<file path="src/rtl/keypad_scanner_deb_if.sv">
// ============================================================================
// keypad_scanner_deb_if : keypad row/column lines and decoded key outputs
// Rev 1.0
// ============================================================================
`default_nettype none

interface keypad_scanner_deb_if #(
  parameter int N_ROWS = 4,
  parameter int N_COLS = 4
);
  localparam int KEY_W = $clog2(N_ROWS * N_COLS);

  logic [N_ROWS-1:0] filas;
  logic [N_COLS-1:0] columnas;
  logic [KEY_W-1:0]  key_code;
  logic              key_valid;
  logic              key_held;
  logic              key_release;
  logic              multi_key;

  // master: the scanner; slave: keypad matrix plus the consumer of key events
  modport master (
    input  filas,
    output columnas, key_code, key_valid, key_held, key_release, multi_key
  );

  modport slave (
    output filas,
    input  columnas, key_code, key_valid, key_held, key_release, multi_key
  );
endinterface

`default_nettype wire

</file>
<file path="src/rtl/keypad_scanner_deb.sv">
// ============================================================================
// keypad_scanner_deb : parametrised matrix keypad scanner, frame-level debounce
// Rev 1.0
// ============================================================================
`default_nettype none

module keypad_scanner_deb #(
  parameter int N_ROWS     = 4,
  parameter int N_COLS     = 4,
  parameter int SCAN_DIV   = 5,
  parameter int DEB_FRAMES = 3
) (
  input  wire logic           clk,
  input  wire logic           rst,
  keypad_scanner_deb_if.master bus
);

  localparam int KEY_W   = $clog2(N_ROWS * N_COLS);
  localparam int c_div_w = $clog2(SCAN_DIV);
  localparam int c_col_w = $clog2(N_COLS);
  localparam int c_row_w = $clog2(N_ROWS);
  localparam int c_cnt_w = $clog2(DEB_FRAMES + 1);

  localparam logic [c_div_w-1:0] c_div_last = c_div_w'(SCAN_DIV - 1);
  localparam logic [c_col_w-1:0] c_col_last = c_col_w'(N_COLS - 1);
  localparam logic [c_cnt_w-1:0] c_one      = c_cnt_w'(1);
  localparam logic [c_cnt_w-1:0] c_deb      = c_cnt_w'(DEB_FRAMES);

  typedef enum logic [1:0] {
    S_IDLE      = 2'd0,
    S_DEB_PRESS = 2'd1,
    S_PRESSED   = 2'd2,
    S_DEB_REL   = 2'd3
  } state_t;

  logic [N_ROWS-1:0]  r_sync_meta;
  logic [N_ROWS-1:0]  r_sync;
  logic [c_div_w-1:0] r_dwell;
  logic [c_col_w-1:0] r_col;
  logic [N_COLS-1:0]  r_columnas;
  logic               r_frame_end;
  logic [1:0]         r_hits;
  logic [KEY_W-1:0]   r_last;

  state_t             r_state;
  logic [c_cnt_w-1:0] r_cnt;
  logic [KEY_W-1:0]   r_cand;
  logic [KEY_W-1:0]   r_key_code;
  logic               r_key_held;
  logic               r_key_valid;
  logic               r_key_release;
  logic               r_multi_key;

  logic               w_sample;
  logic               w_last_col;
  logic [c_col_w-1:0] w_col_next;
  logic [1:0]         w_col_hits;
  logic [c_row_w-1:0] w_col_row;
  logic [KEY_W-1:0]   w_col_idx;
  logic [2:0]         w_hit_sum;
  logic               w_single;
  logic               w_multi;
  logic               w_match;
  logic [c_cnt_w-1:0] w_cnt_inc;

  state_t             w_state_nxt;
  logic [c_cnt_w-1:0] w_cnt_nxt;
  logic [KEY_W-1:0]   w_cand_nxt;
  logic [KEY_W-1:0]   w_code_nxt;
  logic               w_held_nxt;
  logic               w_valid_nxt;
  logic               w_rel_nxt;
  logic               w_multi_nxt;

  always_ff @(posedge clk or posedge rst) begin
    if (rst) begin
      r_sync_meta <= '1;
      r_sync      <= '1;
    end else begin
      r_sync_meta <= bus.filas;
      r_sync      <= r_sync_meta;
    end
  end

  assign w_sample   = (r_dwell == c_div_last);
  assign w_last_col = (r_col == c_col_last);
  assign w_col_next = w_last_col ? '0 : r_col + c_col_w'(1);

  // Column drive moves on the same edge that samples the column being left
  always_ff @(posedge clk or posedge rst) begin
    if (rst) begin
      r_dwell     <= '0;
      r_col       <= '0;
      r_columnas  <= ~N_COLS'(1);
      r_frame_end <= 1'b0;
    end else begin
      r_frame_end <= w_sample && w_last_col;
      if (w_sample) begin
        r_dwell    <= '0;
        r_col      <= w_col_next;
        r_columnas <= ~(N_COLS'(1) << w_col_next);
      end else begin
        r_dwell <= r_dwell + c_div_w'(1);
      end
    end
  end

  // Hits in the current column, saturating at 2; the highest asserted row wins
  always_comb begin
    w_col_hits = 2'd0;
    w_col_row  = '0;
    for (int r = 0; r < N_ROWS; r++) begin
      if (!r_sync[r]) begin
        w_col_row = c_row_w'(r);
        if (w_col_hits != 2'd2) begin
          w_col_hits = w_col_hits + 2'd1;
        end
      end
    end
  end

  assign w_col_idx = KEY_W'(int'(w_col_row) * N_COLS + int'(r_col));
  assign w_hit_sum = {1'b0, r_hits} + {1'b0, w_col_hits};

  // The evaluation edge is never a sample edge, so clearing here cannot drop a hit
  always_ff @(posedge clk or posedge rst) begin
    if (rst) begin
      r_hits <= 2'd0;
      r_last <= '0;
    end else if (r_frame_end) begin
      r_hits <= 2'd0;
      r_last <= '0;
    end else if (w_sample && (w_col_hits != 2'd0)) begin
      r_hits <= (w_hit_sum > 3'd2) ? 2'd2 : w_hit_sum[1:0];
      r_last <= w_col_idx;
    end
  end

  assign w_single  = (r_hits == 2'd1);
  assign w_multi   = (r_hits == 2'd2);
  assign w_match   = w_single && (r_last == r_key_code);
  assign w_cnt_inc = r_cnt + c_one;

  always_ff @(posedge clk or posedge rst) begin
    if (rst) begin
      r_state       <= S_IDLE;
      r_cnt         <= '0;
      r_cand        <= '0;
      r_key_code    <= '0;
      r_key_held    <= 1'b0;
      r_key_valid   <= 1'b0;
      r_key_release <= 1'b0;
      r_multi_key   <= 1'b0;
    end else begin
      r_state       <= w_state_nxt;
      r_cnt         <= w_cnt_nxt;
      r_cand        <= w_cand_nxt;
      r_key_code    <= w_code_nxt;
      r_key_held    <= w_held_nxt;
      r_key_valid   <= w_valid_nxt;
      r_key_release <= w_rel_nxt;
      r_multi_key   <= w_multi_nxt;
    end
  end

  always_comb begin
    w_state_nxt = r_state;
    w_cnt_nxt   = r_cnt;
    w_cand_nxt  = r_cand;
    w_code_nxt  = r_key_code;
    w_held_nxt  = r_key_held;
    w_valid_nxt = 1'b0;
    w_rel_nxt   = 1'b0;
    w_multi_nxt = r_frame_end && w_multi;
    if (r_frame_end) begin
      case (r_state)
        S_IDLE: begin
          if (w_single) begin
            if (DEB_FRAMES == 1) begin
              w_code_nxt  = r_last;
              w_valid_nxt = 1'b1;
              w_held_nxt  = 1'b1;
              w_cnt_nxt   = '0;
              w_state_nxt = S_PRESSED;
            end else begin
              w_cand_nxt  = r_last;
              w_cnt_nxt   = c_one;
              w_state_nxt = S_DEB_PRESS;
            end
          end
        end
        S_DEB_PRESS: begin
          if (w_single && (r_last == r_cand)) begin
            if (w_cnt_inc >= c_deb) begin
              w_code_nxt  = r_cand;
              w_valid_nxt = 1'b1;
              w_held_nxt  = 1'b1;
              w_cnt_nxt   = '0;
              w_state_nxt = S_PRESSED;
            end else begin
              w_cnt_nxt = w_cnt_inc;
            end
          end else if (w_single) begin
            w_cand_nxt = r_last;
            w_cnt_nxt  = c_one;
          end else begin
            w_cnt_nxt   = '0;
            w_state_nxt = S_IDLE;
          end
        end
        S_PRESSED: begin
          if (w_match) begin
            w_cnt_nxt = '0;
          end else if (DEB_FRAMES == 1) begin
            w_held_nxt  = 1'b0;
            w_rel_nxt   = 1'b1;
            w_cnt_nxt   = '0;
            w_state_nxt = S_IDLE;
          end else begin
            w_cnt_nxt   = c_one;
            w_state_nxt = S_DEB_REL;
          end
        end
        S_DEB_REL: begin
          if (w_match) begin
            w_cnt_nxt   = '0;
            w_state_nxt = S_PRESSED;
          end else if (w_cnt_inc >= c_deb) begin
            // A different key still down must be re-debounced from idle
            w_held_nxt  = 1'b0;
            w_rel_nxt   = 1'b1;
            w_cnt_nxt   = '0;
            w_state_nxt = S_IDLE;
          end else begin
            w_cnt_nxt = w_cnt_inc;
          end
        end
        default: begin
          w_cnt_nxt   = '0;
          w_state_nxt = S_IDLE;
        end
      endcase
    end
  end

  assign bus.columnas    = r_columnas;
  assign bus.key_code    = r_key_code;
  assign bus.key_valid   = r_key_valid;
  assign bus.key_held    = r_key_held;
  assign bus.key_release = r_key_release;
  assign bus.multi_key   = r_multi_key;

endmodule

`default_nettype wire
</file>
<file path="src/flat_wrapper.sv">
// flat-port wrapper written by rule: the top's interface ports become plain ports
module keypad_scanner_deb_flat 
#(
  parameter int N_ROWS     = 4,
  parameter int N_COLS     = 4,
  parameter int SCAN_DIV   = 5,
  parameter int DEB_FRAMES = 3
)
  (clk, rst, bus_filas, bus_columnas, bus_key_code, bus_key_valid, bus_key_held, bus_key_release, bus_multi_key);
  keypad_scanner_deb_if #(.N_ROWS(N_ROWS), .N_COLS(N_COLS)) bus_i ();
  input  wire logic clk;
  input  wire logic rst;
  input wire logic [$bits(bus_i.filas)-1:0] bus_filas;
  output wire logic [$bits(bus_i.columnas)-1:0] bus_columnas;
  output wire logic [$bits(bus_i.key_code)-1:0] bus_key_code;
  output wire logic [$bits(bus_i.key_valid)-1:0] bus_key_valid;
  output wire logic [$bits(bus_i.key_held)-1:0] bus_key_held;
  output wire logic [$bits(bus_i.key_release)-1:0] bus_key_release;
  output wire logic [$bits(bus_i.multi_key)-1:0] bus_multi_key;
  assign bus_i.filas = bus_filas;
  assign bus_columnas = bus_i.columnas;
  assign bus_key_code = bus_i.key_code;
  assign bus_key_valid = bus_i.key_valid;
  assign bus_key_held = bus_i.key_held;
  assign bus_key_release = bus_i.key_release;
  assign bus_multi_key = bus_i.multi_key;
  keypad_scanner_deb #(.N_ROWS(N_ROWS), .N_COLS(N_COLS), .SCAN_DIV(SCAN_DIV), .DEB_FRAMES(DEB_FRAMES)) u_core (.clk(clk), .rst(rst), .bus(bus_i));
endmodule
</file>
<file path="config.mk">
export PLATFORM = sky130hd
export DESIGN_NAME = keypad_scanner_deb_flat
export DESIGN_NICKNAME = d
export VERILOG_FILES = /design/src/rtl/keypad_scanner_deb_if.sv /design/src/rtl/keypad_scanner_deb.sv /design/src/flat_wrapper.sv
export SDC_FILE = /design/constraint.sdc
export NUM_CORES = 1
export LEC_CHECK = 0
export ABC_AREA = 1
export CORE_ASPECT_RATIO = 0.5
export CORE_MARGIN = 1
export CORE_UTILIZATION = 55
export CTS_BUF_LIST = sky130_fd_sc_hd__clkbuf_4 sky130_fd_sc_hd__clkbuf_8 sky130_fd_sc_hd__clkbuf_16
export DETAILED_ROUTE_END_ITERATION = 8
export PLACE_DENSITY_LB_ADDON = 0.1
export SYNTH_ARGS = -nofsm -noshare
export SYNTH_HDL_FRONTEND = slang
export SYNTH_SLANG_ARGS = --single-unit
</file>
<file path="constraint.sdc">
create_clock -name clk -period 2.59 [get_ports clk]
set_input_delay 0.518 -clock clk [delete_from_list [all_inputs] [get_ports clk]]
set_output_delay 0.518 -clock clk [all_outputs]
set_load 0.03 [all_outputs]
</file>
==> results of run 1 <==
worst max-delay path, delay by kind of cell (launching register included):
family                   cells  cell delay [ps]
AO/OA/AOI/OAI                1              130
AND/OR/NAND/NOR              6              510
buffers and inverters        4              200
flip-flops                   1              550
adder cells (fa/ha/maj)      4             1000
cells by family (layout without fill, tap and decap cells):
family	Yosys count	after routing
xor gates and xnor gates	2	2
buffers and inverters	40	66
adders and majority gates	12	12
AOI/OAI and AO/OA	25	25
DFF	40	40
and+or+nand+nor	113	113
per-layer routing:
layer / share of wire / wire length (um)
met3: 0.039 / 138
met4: 0.0071 / 25
met2: 0.45 / 1577
met5: 0 / 0
met1: 0.50 / 1757
cells in the mapped netlist:
cell	n	area [um^2]
nand2_1	58	217.7
inv_1	31	116.4
dfrtp_1	29	725.7
o21ai_0	18	90.09
nor2_1	17	63.81
nand3_1	14	70.07
dfstp_2	11	289.0
ha_1	11	137.6
nand4_1	8	50.05
inv_2	7	26.28
nand2_2	6	37.54
nor2_4	4	45.04
a21oi_1	3	15.01
nor2_2	2	12.51
o21ai_2	2	17.52
xnor2_1	2	17.52
buf_1	1	3.750
buf_2	1	5.000
fa_1	1	20.02
nand3_2	1	10.01
nand3b_1	1	7.510
nand4_2	1	12.51
nor3_1	1	5.000
o211ai_4	1	21.27
o21ai_1	1	5.000
flip-flops by register name, summed over array words and instances, names as in the netlist, 2 cells and up:
signal / flops
u_core.bus.columnas: 4
u_core.bus.key_code: 4
u_core.r_cand: 4
u_core.r_last: 4
u_core.r_sync: 4
u_core.r_sync_meta: 4
u_core.r_dwell: 3
u_core.r_cnt: 2
u_core.r_col: 2
u_core.r_hits: 2
u_core.r_state: 2
final timing paths:
path	from	to	slack (ps)
worst min-delay path	u_core.r_sync_meta[1]	u_core.r_sync[1]	360
min in group asynchronous	rst	u_core.bus.key_code[0]	650
worst min register to register	u_core.r_sync_meta[1]	u_core.r_sync[1]	360
worst max register to register	u_core.r_sync[1]	u_core.r_hits[0]	140
max in group asynchronous	rst	u_core.r_sync[1]	1580
worst max-delay path	u_core.r_sync[1]	u_core.r_hits[0]	140
area by class of cell:
cell class	count	area, um^2	area share
multi-input combinational	152	893.4	0.3694
sequential	40	1015	0.4196
clock inverter	3	42.54	0.01759
inverter	38	142.6	0.05898
timing repair buffer	20	192.7	0.07967
clock buffer	5	68.82	0.02845
tap	51	63.81	0.02638
power by group through the flow:
stage	Sequential [mW]	Combinational, mW	Clock [mW]
global route	0.719	0.246	0.551
global placement	0.721	0.194	0
floorplan	0.713	0.164	0
detailed placement	0.724	0.203	0
CTS	0.712	0.204	0.523
finish	0.712	0.216	0.509
timing repair:
action | 4_1_cts | 5_1_grt
gates resized for setup | 0 | 12
setup endpoints to repair | 0 | 2
hold endpoints to repair | 0 | 0
buffers inserted | 0 | 2
==> flow_metrics.env, run 1 <==
export IMPL_hold_violations=0
export IMPL_grt_pass1_wl_um=5754
export IMPL_routedWlPerCell_um=11.32
export IMPL_utilization=0.6966
export IMPL_grtUsageTotal=0.1993
export IMPL_synthDistinctLibCells=25
export IMPL_grt_util_met2=0.3054
export IMPL_placed_cells=299
export IMPL_die_area_um2=3938
export IMPL_cp_required_ps=2820
export IMPL_synth_seq_area_share=0.5019
export IMPL_grt_use_met3=0.06033
export IMPL_synth_area_um2=2022
export IMPL_cellPowerDensity_nw_per_um2=594.3
export IMPL_drv_slew=0
export IMPL_grt_pass1_vias=1358
export IMPL_slowest_stage="dfstp_2"
export IMPL_synth_nets=250
export IMPL_fin_setup_tns_ps=0
export IMPL_min_path_cells=0
export IMPL_max_clock_freq_mhz=408.4
export IMPL_critical_path_arrival_ps=2680
export IMPL_grt_max_degree=41
export IMPL_clkPwrFrac=0.354
export IMPL_synth_adder_area_share=0.07797
export IMPL_insertion_delay_ps=290
export IMPL_finalNonFillerCells=309
export IMPL_drcViolationCount=0
export IMPL_setup_slack_ps=141.1
export IMPL_port_buffer_count=17
export IMPL_combPwrFrac=0.150
export IMPL_grt_use_met1=0.2741
export IMPL_fin_crit_ps=2449
export IMPL_diodes=0
export IMPL_netSwitchingFraction=0.2766
export IMPL_vias=1540
export IMPL_gr_max_usage_layer="met2"
export IMPL_fin_worst_skew_ps=6.111
export IMPL_dr_first_iter_drc_count=47
export IMPL_setup_violations=0
export IMPL_final_cell_area_um2=2419
export IMPL_cts_tree="yes"
export IMPL_path_class="flop to flop"
export IMPL_drive_gt1_frac=0.2171
export IMPL_hold_class="flop to flop"
export IMPL_clock_root_buffer="clkbuf_8"
export IMPL_clk_path_buf_depth=2
export IMPL_synth_top_family_by_area="simple AND/OR/NAND/NOR gates"
export IMPL_start_kind="flop"
export IMPL_fp_dieH_um=44.88
export IMPL_mostFrequentLayoutCells="57 x nand2_1, 29 x dfrtp_1, 27 x inv_1"
export IMPL_rows=15
export IMPL_crit_chain="inv_2, ha_4, nand2_1, nand2_2, inv_2, ha_4, inv_2, o21ai_2, ha_2, inv_2, fa_1, nand2_1, nor2_1, nand4_1, nand2_1"
export IMPL_cts_buffers=5
export IMPL_grt_overflow=0
export IMPL_syn_area_per_cell_um2=8.715
export IMPL_crit_fanout=3
export IMPL_coreArea_um2=3472
export IMPL_endpoint_kind="flop"
export IMPL_max_slew_margin=0.6701
export IMPL_nFillCells=263
export IMPL_synth_mux_area_frac=0
export IMPL_worst_path_most_repeated_cell="inv_2"
export IMPL_antenna_found_initial=0
export IMPL_tightest_slew_ps=494.9
export IMPL_switching_power_uw=397.5
export IMPL_wl_um=3498
export IMPL_dp_hpwl_um=2517
export IMPL_ys_seq_elements=40
export IMPL_final_common_cell="nand2_1"
export IMPL_p_int_mw=1.040
export IMPL_max_cap_violations=0
export IMPL_cts_sinks=40
export IMPL_die_w_um=87.75
export IMPL_dpl_cell_area_um2=2255
export IMPL_period_share=0.9455
export IMPL_synth_xor_area_frac=0.008663
export IMPL_clkTransAtPathRegs_ps=80
export IMPL_synth_compound_area_frac=0.07364
export IMPL_crit_path_max_incr_delay_ps=550
export IMPL_ctsHtreeMaxLevel=2
export IMPL_ant_nets=0
export IMPL_status="complete, no violations"
export IMPL_syn_inst=232
export IMPL_place_congestion=0.8151
export IMPL_post_place_ws_ps=47.94
export IMPL_rsz0062_at_grt="false"
export IMPL_p_leak_nw=1.123
export IMPL_vias_per_cell=4.984
export IMPL_holdBufCountCts=0
export IMPL_area_growth_syn_to_layout_pct=19.62
export IMPL_p_seq_frac=0.495
export IMPL_rr_worst_depth=15
export IMPL_ioPinCount=18
export IMPL_yosysWarningCount=0
export IMPL_hold_slack_ps=358.4
export IMPL_irDropWorstVdd_mv=0.5106
export IMPL_fin_nets=275
export IMPL_initial_utilization=0.5823
export IMPL_first_pass_iters=4
export IMPL_power_mw=1.437
export IMPL_synthSimpleGateAreaFrac=0.2630
Note: power is estimated with default switching activity, not from simulation.
==> run 2: changes to the inputs <==
CELL_PAD_IN_SITES_DETAIL_PLACEMENT = 0   (was not set)
CELL_PAD_IN_SITES_GLOBAL_PLACEMENT = 1   (was not set)
CORE_UTILIZATION = 47   (was 55)
DONT_BUFFER_PORTS = 1   (was not set)
==> run 2 against run 1 <==
Routed wire length decreased by 1.3%. Sequential share of layout area increased by 2.9 points. Final area down 6.5%. Clock skew decreased by 1.8 ps. Critical path depth unchanged. Core utilization decreased by 13 points. Worst hold slack worse by 160 ps. Highest routed layer unchanged.
==> flow_metrics.env, run 2 (synthesis results as in run 1) <==
export IMPL_status="complete, no violations"
export IMPL_placed_cells=285
export IMPL_initial_utilization=0.5050
export IMPL_worst_path_buf_inv=4
export IMPL_port_buffer_count=0
export IMPL_wl_met1_um=1751
export IMPL_setup_violations=0
export IMPL_dp_hpwl_um=2518
export IMPL_fin_crit_ps=2414
export IMPL_multi_input_area_um2=879.6
export IMPL_wl_met2_um=1536
export IMPL_dr_first_iter_drc_count=78
export IMPL_grt_pass1_vias=1325
export IMPL_drv_slew=0
export IMPL_crit_chain="inv_2, ha_4, nand2_2, nand2_1, inv_1, ha_2, inv_2, o21ai_2, ha_2, inv_2, fa_1, nand2_1, nor2_1, nand4_1, nand2_1"
export IMPL_mostFrequentLayoutCells="57 x nand2_1, 29 x dfrtp_1, 28 x inv_1"
export IMPL_irDropWorstVdd_mv=0.3336
export IMPL_die_w_um=94.76
export IMPL_max_cap_violations=0
export IMPL_ctsHtreeMaxLevel=2
export IMPL_first_pass_iters=4
export IMPL_area_growth_syn_to_layout_pct=11.88
export IMPL_drcViolationCount=0
export IMPL_max_clock_freq_mhz=414.3
export IMPL_cp_required_ps=2820
export IMPL_start_kind="flop"
export IMPL_path_delay_family="adder cells"
export IMPL_fin_setup_tns_ps=0
export IMPL_period_share=0.9319
export IMPL_cts_tree="yes"
export IMPL_grt_max_degree=24
export IMPL_critical_path_arrival_ps=2640
export IMPL_routedWlPerCell_um=11.67
export IMPL_path_class="flop to flop"
export IMPL_clock_root_buffer="clkbuf_8"
export IMPL_insertion_delay_ps=290
export IMPL_nFillCells=384
export IMPL_grt_overflow=0
export IMPL_crit_path_max_incr_delay_ps=550
export IMPL_diodes=0
export IMPL_rsz0062_at_grt="false"
export IMPL_dr_wl_met3_um=139
export IMPL_cts_buffers=5
export IMPL_coreArea_um2=4004
export IMPL_die_area_um2=4584
export IMPL_ioPinCount=18
export IMPL_drive_gt1_frac=0.2273
export IMPL_fp_dieH_um=48.38
export IMPL_max_slew_margin=0.5548
export IMPL_antenna_found_initial=0
export IMPL_wl_um=3453
export IMPL_place_congestion=0.7777
export IMPL_hold_class="primary input to asynchronous set/reset pin"
export IMPL_highest_layer="met4"
export IMPL_seq_area_um2=1015
export IMPL_critical_path_startpoint="u_core.r_sync[1]"
export IMPL_vias=1441
export IMPL_regToRegStartpoint="u_core.r_sync[1]"
export IMPL_slowest_stage="dfstp_2"
export IMPL_p_leak_nw=1.068
export IMPL_clk_path_buf_depth=2
export IMPL_ant_nets=0
export IMPL_cellPowerDensity_nw_per_um2=639.2
export IMPL_clkTransAtPathRegs_ps=80
export IMPL_crit_fanout=3
export IMPL_grt_pass1_wl_um=5982
export IMPL_grtUsageTotal=0.1706
export IMPL_finalNonFillerCells=296
export IMPL_fin_worst_skew_ps=4.293
export IMPL_vias_per_cell=4.868
export IMPL_endpoint_kind="flop"
export IMPL_cts_sinks=40
export IMPL_hold_violations=0
export IMPL_fin_nets=259
export IMPL_rows=16
export IMPL_tightest_slew_ps=667.1
export IMPL_final_common_cell="nand2_1"
[run 2: cell types whose count changed in the layout (fill, tap and decap cells not counted), sizes merged]
cell           change
buf                +1
inv                +1
clkdlybuf4s50     -17
clkinv             -1
[run 2: routing by layer]
| layer | vias to the layer above | global-route usage |
|---|---|---|
| met2 | 27 | 0.2662 |
| li1 | 743 | - |
| met4 | 0 | 0.03030 |
| met1 | 667 | 0.2376 |
| met5 | - | 0 |
| met3 | 4 | 0.05346 |
[run 2: path summary, 6_finish.rpt]
path                                         end  slack (ps)  cells past startpoint
max                             u_core.r_hits[0]         180                     15
min                            u_core.r_dwell[1]         200                      1
max reg2reg                     u_core.r_hits[0]         180                     15
min reg2reg                     u_core.r_sync[1]         360                      0
max in group asynchronous        u_core.r_cnt[1]        1840                      2
min in group clk           u_core.r_sync_meta[0]         220                      0
[run 2: worst register-to-register path: cells and delay by family, from the launching register on]
kind	cells	cell delay (ps)
buffers and inverters	4	180
flip-flops	1	550
adder cells (fa/ha/maj)	4	1060
AND/OR/NAND/NOR	6	440
AO/OA/AOI/OAI	1	130
[run 2: repair_timing]
action | 4_1_cts | 5_1_grt
gates resized for setup | 0 | 9
setup endpoints to repair | 0 | 2
hold buffers | 0 | 0
setup buffers | 0 | 3
[run 2: area by class of cell]
class                           count  area share
Clock buffer                        5     0.03042
Sequential cell                    40      0.4486
Clock inverter                      3     0.02046
Timing Repair Buffer                4     0.01881
Inverter                           38     0.06305
Multi-Input combinational cell    152      0.3888
Tap cell                           54     0.02987
[run 2: report_power, final]
part / internal [mW] / switching, mW
sequential: 0.670 / 0.0427
combinational: 0.0792 / 0.128
clock: 0.290 / 0.235
[run 2: per-stage QoR]
step                power (mW)  hold slack (ps)  cell area (um^2)  utilization  worst slack [ps]
floorplan               0.8778            345.2              2022            -             229.6
detailed placement      0.9213            348.1              2101       0.5247             72.57
CTS                      1.450            207.5              2216       0.5534             29.76
global route             1.521            195.5              2262       0.5650             4.971
finish                   1.446            200.1              2262       0.5650             176.3
global placement        0.9144            345.9              2101       0.5247             174.4
==> variant 1: new RTL, config.mk and constraints of run 2 <==
`DEB_FRAMES` is set to 3 in 2 places; all go to 6.
--- a/src/rtl/keypad_scanner_deb.sv
+++ b/src/rtl/keypad_scanner_deb.sv
@@ -10,3 +10,3 @@
   parameter int SCAN_DIV   = 5,
-  parameter int DEB_FRAMES = 3
+  parameter int DEB_FRAMES = 6
 ) (
--- a/src/flat_wrapper.sv
+++ b/src/flat_wrapper.sv
@@ -6,3 +6,3 @@
   parameter int SCAN_DIV   = 5,
-  parameter int DEB_FRAMES = 3
+  parameter int DEB_FRAMES = 6
 )
Function: no difference found for any inputs over 10 cycles, from zero or initial values and one cycle with rst high; that may be too few to reach the edited logic, so the function may still have changed.
==> variant 1 against run 2 <==
Worst hold slack gained 16 ps; area after synthesis grew 6.6%; synthesized cell count grew 13%; utilization grew 1.8 points; cell area grew 6.9%; total power grew 5.1%; sequential power grew 3.4%; setup slack lost 130 ps; wire length grew 12%; clock skew grew 2.4 ps; non-clock buffer count grew 1; combinational power grew 24%; sequential share of layout area shrank 1.8 points; the run now ends with DRC left; sequential cell count grew 1.
==> variant 1: results (changes against run 2) <==
number of synthesized flops with an enable pin 0 (unchanged); worst-path fanout max 2 (-1); Clock Power Share 34.6% (-1.8 points); Fill cells 373 (-2.9%); clock slew at reported path FFs 80 ps (about the same); Hold WC Path Type in2reg; post-synthesis adder-cell area fraction 8.47% (+0.68 points); Compound-Gate Fraction of Synth Area 5.75% (-1.6 points); CP Data Arrival Time 2780 ps (+140 ps); Netlist cell types 30 (+20%); Post-synth ARST share 100% (unchanged); routing usage on met3 5.39% (+0.044 points); HPWL after DPL 2840 um (+13%); CTS root buf clkbuf_8; list of most frequent post-synthesis cells 71 x nand2_1, 38 x inv_1, 30 x dfrtp_1; R2R Setup Slk 40 ps (-130 ps); placed cell area 0.00224 sq mm (+6.5%); Post-CTS Setup Inserts 1 (+1); H-tree levels 2 (unchanged); CTS sink count 41 (+2.5%); Syn Nets 281 (+12%); XOR/XNOR Fraction of Synth Area 1.22% (+0.35 points); worst-case vdd ir drop 0.410 mV (+23%); switch share 28.3% (+0.25 points); ratio of cells with drive above 1 in the final layout 22.1% (-0.67 points); vias 1605 (+11%); grt met1 use 22.0% (-1.8 points); sequential area share after synthesis 48.2% (-2.0 points); max incr delay on CP 540 ps; Setup Skew 6.71 ps (+2.42 ps); Net count, final 291 (+12%); Comb. pwr 0.256 mW (+24%); drt first pass iters 8 (+4); failing checks DRC; Worst slew margin 66.0% (+10 points); pre-CTS setup slack -102 ps (-174 ps); wire per inst 11.8 um (+1.5%); first-pass GRT wire length 6760 um (+13%); Pleak 1.19 nW (+12%); # DRC 2 (+2); IO Port Bufs 0 (unchanged); slowest CP cell dfstp_2; fmax 393 MHz (-5.3%); total global-route track usage 18.0% (+0.99 points); vias in the first global route 1523 (+15%); drt initial violations 44 (-44%); pin count of the biggest net entering global routing 42 (+75%); Synth warnings 0 (unchanged); status finished, violations left; gpl congestion 0.836 (+7.4%); met2 track demand over resource 31.7% (+5.1 points); Crit path max-delay family adder cells; ant diodes 0 (unchanged); # resized after CTS 3 (+3); Clock Tree Buf Depth 2 (unchanged); worst skew pair latency 290 ps (about the same); total CTS buffers 5 (unchanged); initial antenna violation count 0 (unchanged); top cells by area, synth dfrtp_1 35%, dfstp_2 13%, nand2_1 12%
[variant 1: cell count changes after synthesis, sizes merged, moves of 2 or more]
cell,run 2,this run
clkinv,0,2
ha,11,13
inv,38,44
nand2,64,77
nand3,15,20
o21ai,21,16
[variant 1: cell type report]
class | instances | area [sq um] | area share (%)
clock buffer | 6 | 76.3 | 3.16
tap | 54 | 67.6 | 2.80
inverter | 46 | 175 | 7.25
multi-input combinational | 172 | 982 | 40.6
timing repair buffer | 5 | 37.5 | 1.55
clock inverter | 2 | 38.8 | 1.60
sequential | 41 | 1040 | 43.0
[variant 1: final timing paths]
check | endpoint | start | depth (start not counted)
worst min register to register | u_core.r_sync[1]$_DFF_PP1_ | u_core.r_sync_meta[1]$_DFF_PP1_ | 0
worst min-delay path | u_core.r_sync_meta[0]$_DFF_PP1_ | bus_filas[0] | 0
min in group asynchronous | u_core.r_cand[2]$_DFFE_PP0P_ | rst | 2
worst max register to register | u_core.r_hits[0]$_DFFE_PP0P_ | u_core.r_sync[0]$_DFF_PP1_ | 14
worst max-delay path | u_core.r_hits[0]$_DFFE_PP0P_ | u_core.r_sync[0]$_DFF_PP1_ | 14
max in group asynchronous | u_core.r_sync[0]$_DFF_PP1_ | rst | 2
[variant 1: through the flow]
stage                     hold WS [ps]  utilization [%]  power [mW]  TNS, ps  instances
after floorplan                    345                -       0.933        0        261
after global placement             347             54.0       0.981    -13.1        316
after detailed placement           347             54.0       0.989     -155        316
after CTS                          206             57.1        1.52        0        325
after global routing               191             58.3        1.62     -118        326
final                              216             58.3        1.52        0        326
[variant 1: per-layer routing]
layer | vias up | part of all wire (%)
li1 | 834 | -
met1 | 749 | 47
met2 | 17 | 48
met3 | 5 | 3.6
met4 | 0 | 0.73
met5 | - | 0
==> variant 2: new RTL, flow settings as in run 2 <==
Made on the original files. Re-encode `state_t` (4 states) as one-hot, 4 bits wide.
--- a/src/rtl/keypad_scanner_deb.sv
+++ b/src/rtl/keypad_scanner_deb.sv
@@ -28,7 +28,7 @@
 
-  typedef enum logic [1:0] {
-    S_IDLE      = 2'd0,
-    S_DEB_PRESS = 2'd1,
-    S_PRESSED   = 2'd2,
-    S_DEB_REL   = 2'd3
+  typedef enum logic [3:0] {
+    S_IDLE      = 4'b0001,
+    S_DEB_PRESS = 4'b0010,
+    S_PRESSED   = 4'b0100,
+    S_DEB_REL   = 4'b1000
   } state_t;
Check against the original RTL: same outputs for any inputs over 10 cycles, from zero or initial values and one cycle with rst high; not proved beyond that.
==> variant 2 against run 2 <==
Highest routed layer unchanged; sequential cell count grew 2; wire length up 8.7%; total power is 6.3% lower; largest cell class unchanged; die area up 8.8%; setup slack got worse by 21 ps; via count rose by 7.4%; critical endpoint unchanged; cell area up 6.3%; largest power group unchanged; area after synthesis is 9.1% higher; sequential power up 2%.
==> variant 2: results (changes against run 2) <==
Netlist cell types 28 (+12%); max incr delay on CP 550 ps (about the same); routed vias/inst 4.83 (-0.70%); drt initial violations 38 (-51%); Fill cells 426 (+11%); first-pass GRT wire length 6510 um (+8.8%); Post-Place Cells 310 (+8.8%); Net count, final 280 (+8.1%); status completed; Worst-Margin Slew 753 ps (+86.1 ps); Setup Skew 7.49 ps (+3.20 ps); top cells by area, synth dfrtp_1 34%, dfstp_2 14%, nand2_1 11%; Synth Instances 254 (+9.5%); HPWL after DPL 2860 um (+14%); worst-case vdd ir drop 0.268 mV (-20%); gpl congestion 0.803 (+3.2%); sequential area share after synthesis 48.3% (-1.9 points); CP Data Arrival Time 2670 ps (+30 ps); pin count of the biggest net entering global routing 23 (-4.2%); Syn Nets 272 (+8.8%); wire per inst 11.7 um (+0.59%); total global-route track usage 17.3% (+0.20 points); list of most frequent post-synthesis cells 63 x nand2_1, 37 x inv_1, 30 x dfrtp_1; vias in the first global route 1428 (+7.8%); ratio of cells with drive above 1 in the final layout 20.9% (-1.8 points); vias 1547 (+7.4%); Pleak 1.18 nW (+10%)
-- variant 2: final cells by class --
type                       instances  share of cell area, %
tap                               57                   2.97
multi-input combinational        167                   41.2
clock buffer                       6                   3.18
timing repair buffer               3                  0.937
clock inverter                     2                  0.573
sequential                        42                   44.4
inverter                          43                   6.77
-- variant 2: through the flow --
stage / power [mW] / worst slack (ps) / hold WS (ps) / instance area (sq um) / util (%)
CTS: 1.37 / 80.3 / 160 / 2370 / 53.3
global placement: 0.939 / 184 / 346 / 2280 / 51.2
floorplan: 0.902 / 246 / 345 / 2210 / -
global route: 1.44 / 18.0 / 181 / 2400 / 54.1
detailed placement: 0.943 / 93.4 / 347 / 2280 / 51.2
finish: 1.35 / 156 / 149 / 2400 / 54.1
-- variant 2: where the power goes --
part | internal, mW | switching [mW] | leakage, nW
clock | 0.201 | 0.220 | 0.0486
combinational | 0.0726 | 0.132 | 0.603
sequential | 0.698 | 0.0321 | 0.525
total | 0.971 | 0.384 | 1.18
-- variant 2: final timing paths --
kind                                                 start                               to  slack [ps]
min in group clk                              bus_filas[0]  u_core.r_sync_meta[0]$_DFF_PP1_         210
setup reg to reg                u_core.r_sync[1]$_DFF_PP1_     u_core.r_hits[0]$_DFFE_PP0P_         160
max in group asynchronous                              rst    u_core.r_state[0]$_DFFE_PP1P_        1710
hold reg to reg            u_core.r_sync_meta[0]$_DFF_PP1_       u_core.r_sync[0]$_DFF_PP1_         360
setup / recovery                u_core.r_sync[1]$_DFF_PP1_     u_core.r_hits[0]$_DFFE_PP0P_         160
hold / removal                                         rst      u_core.r_dwell[0]$_DFF_PP0_         150
-- variant 2: layer usage --
metal	part of all wire, %	vias to the layer above	routed length [um]	GRT usage (%)
met4	0.80	0	30	5.22
met2	45	17	1670	26.7
met3	3.8	5	144	5.43
met1	51	708	1910	23.3
li1	-	817	-	-
met5	0	-	0	0
-- variant 2: kinds of logic after synthesis --
group | after synthesis | share of synthesized area (%)
flip-flops | 42 | 48.3
buffers and inverters | 45 | 7.71
XOR/XNOR | 2 | 0.794
AO/OA/AOI/OAI | 24 | 6.13
AND/OR/NAND/NOR | 129 | 29.9
adder cells (fa/ha/maj) | 12 | 7.15
-- variant 2: what timing repair did --
action                     in CTS  in global routing
resized for setup               0                  8
setup endpoints to repair       0                  2
hold buffers                    0                  0
buffers inserted                0                  2
-- variant 2: worst max-delay path: cells and delay by family (launching register included) --
kind	cells	cell delay, ps
DFF	1	550
AOI/OAI and AO/OA	1	130
and+or+nand+nor	6	450
adders and majority gates	4	1060
buffers and inverters	4	190
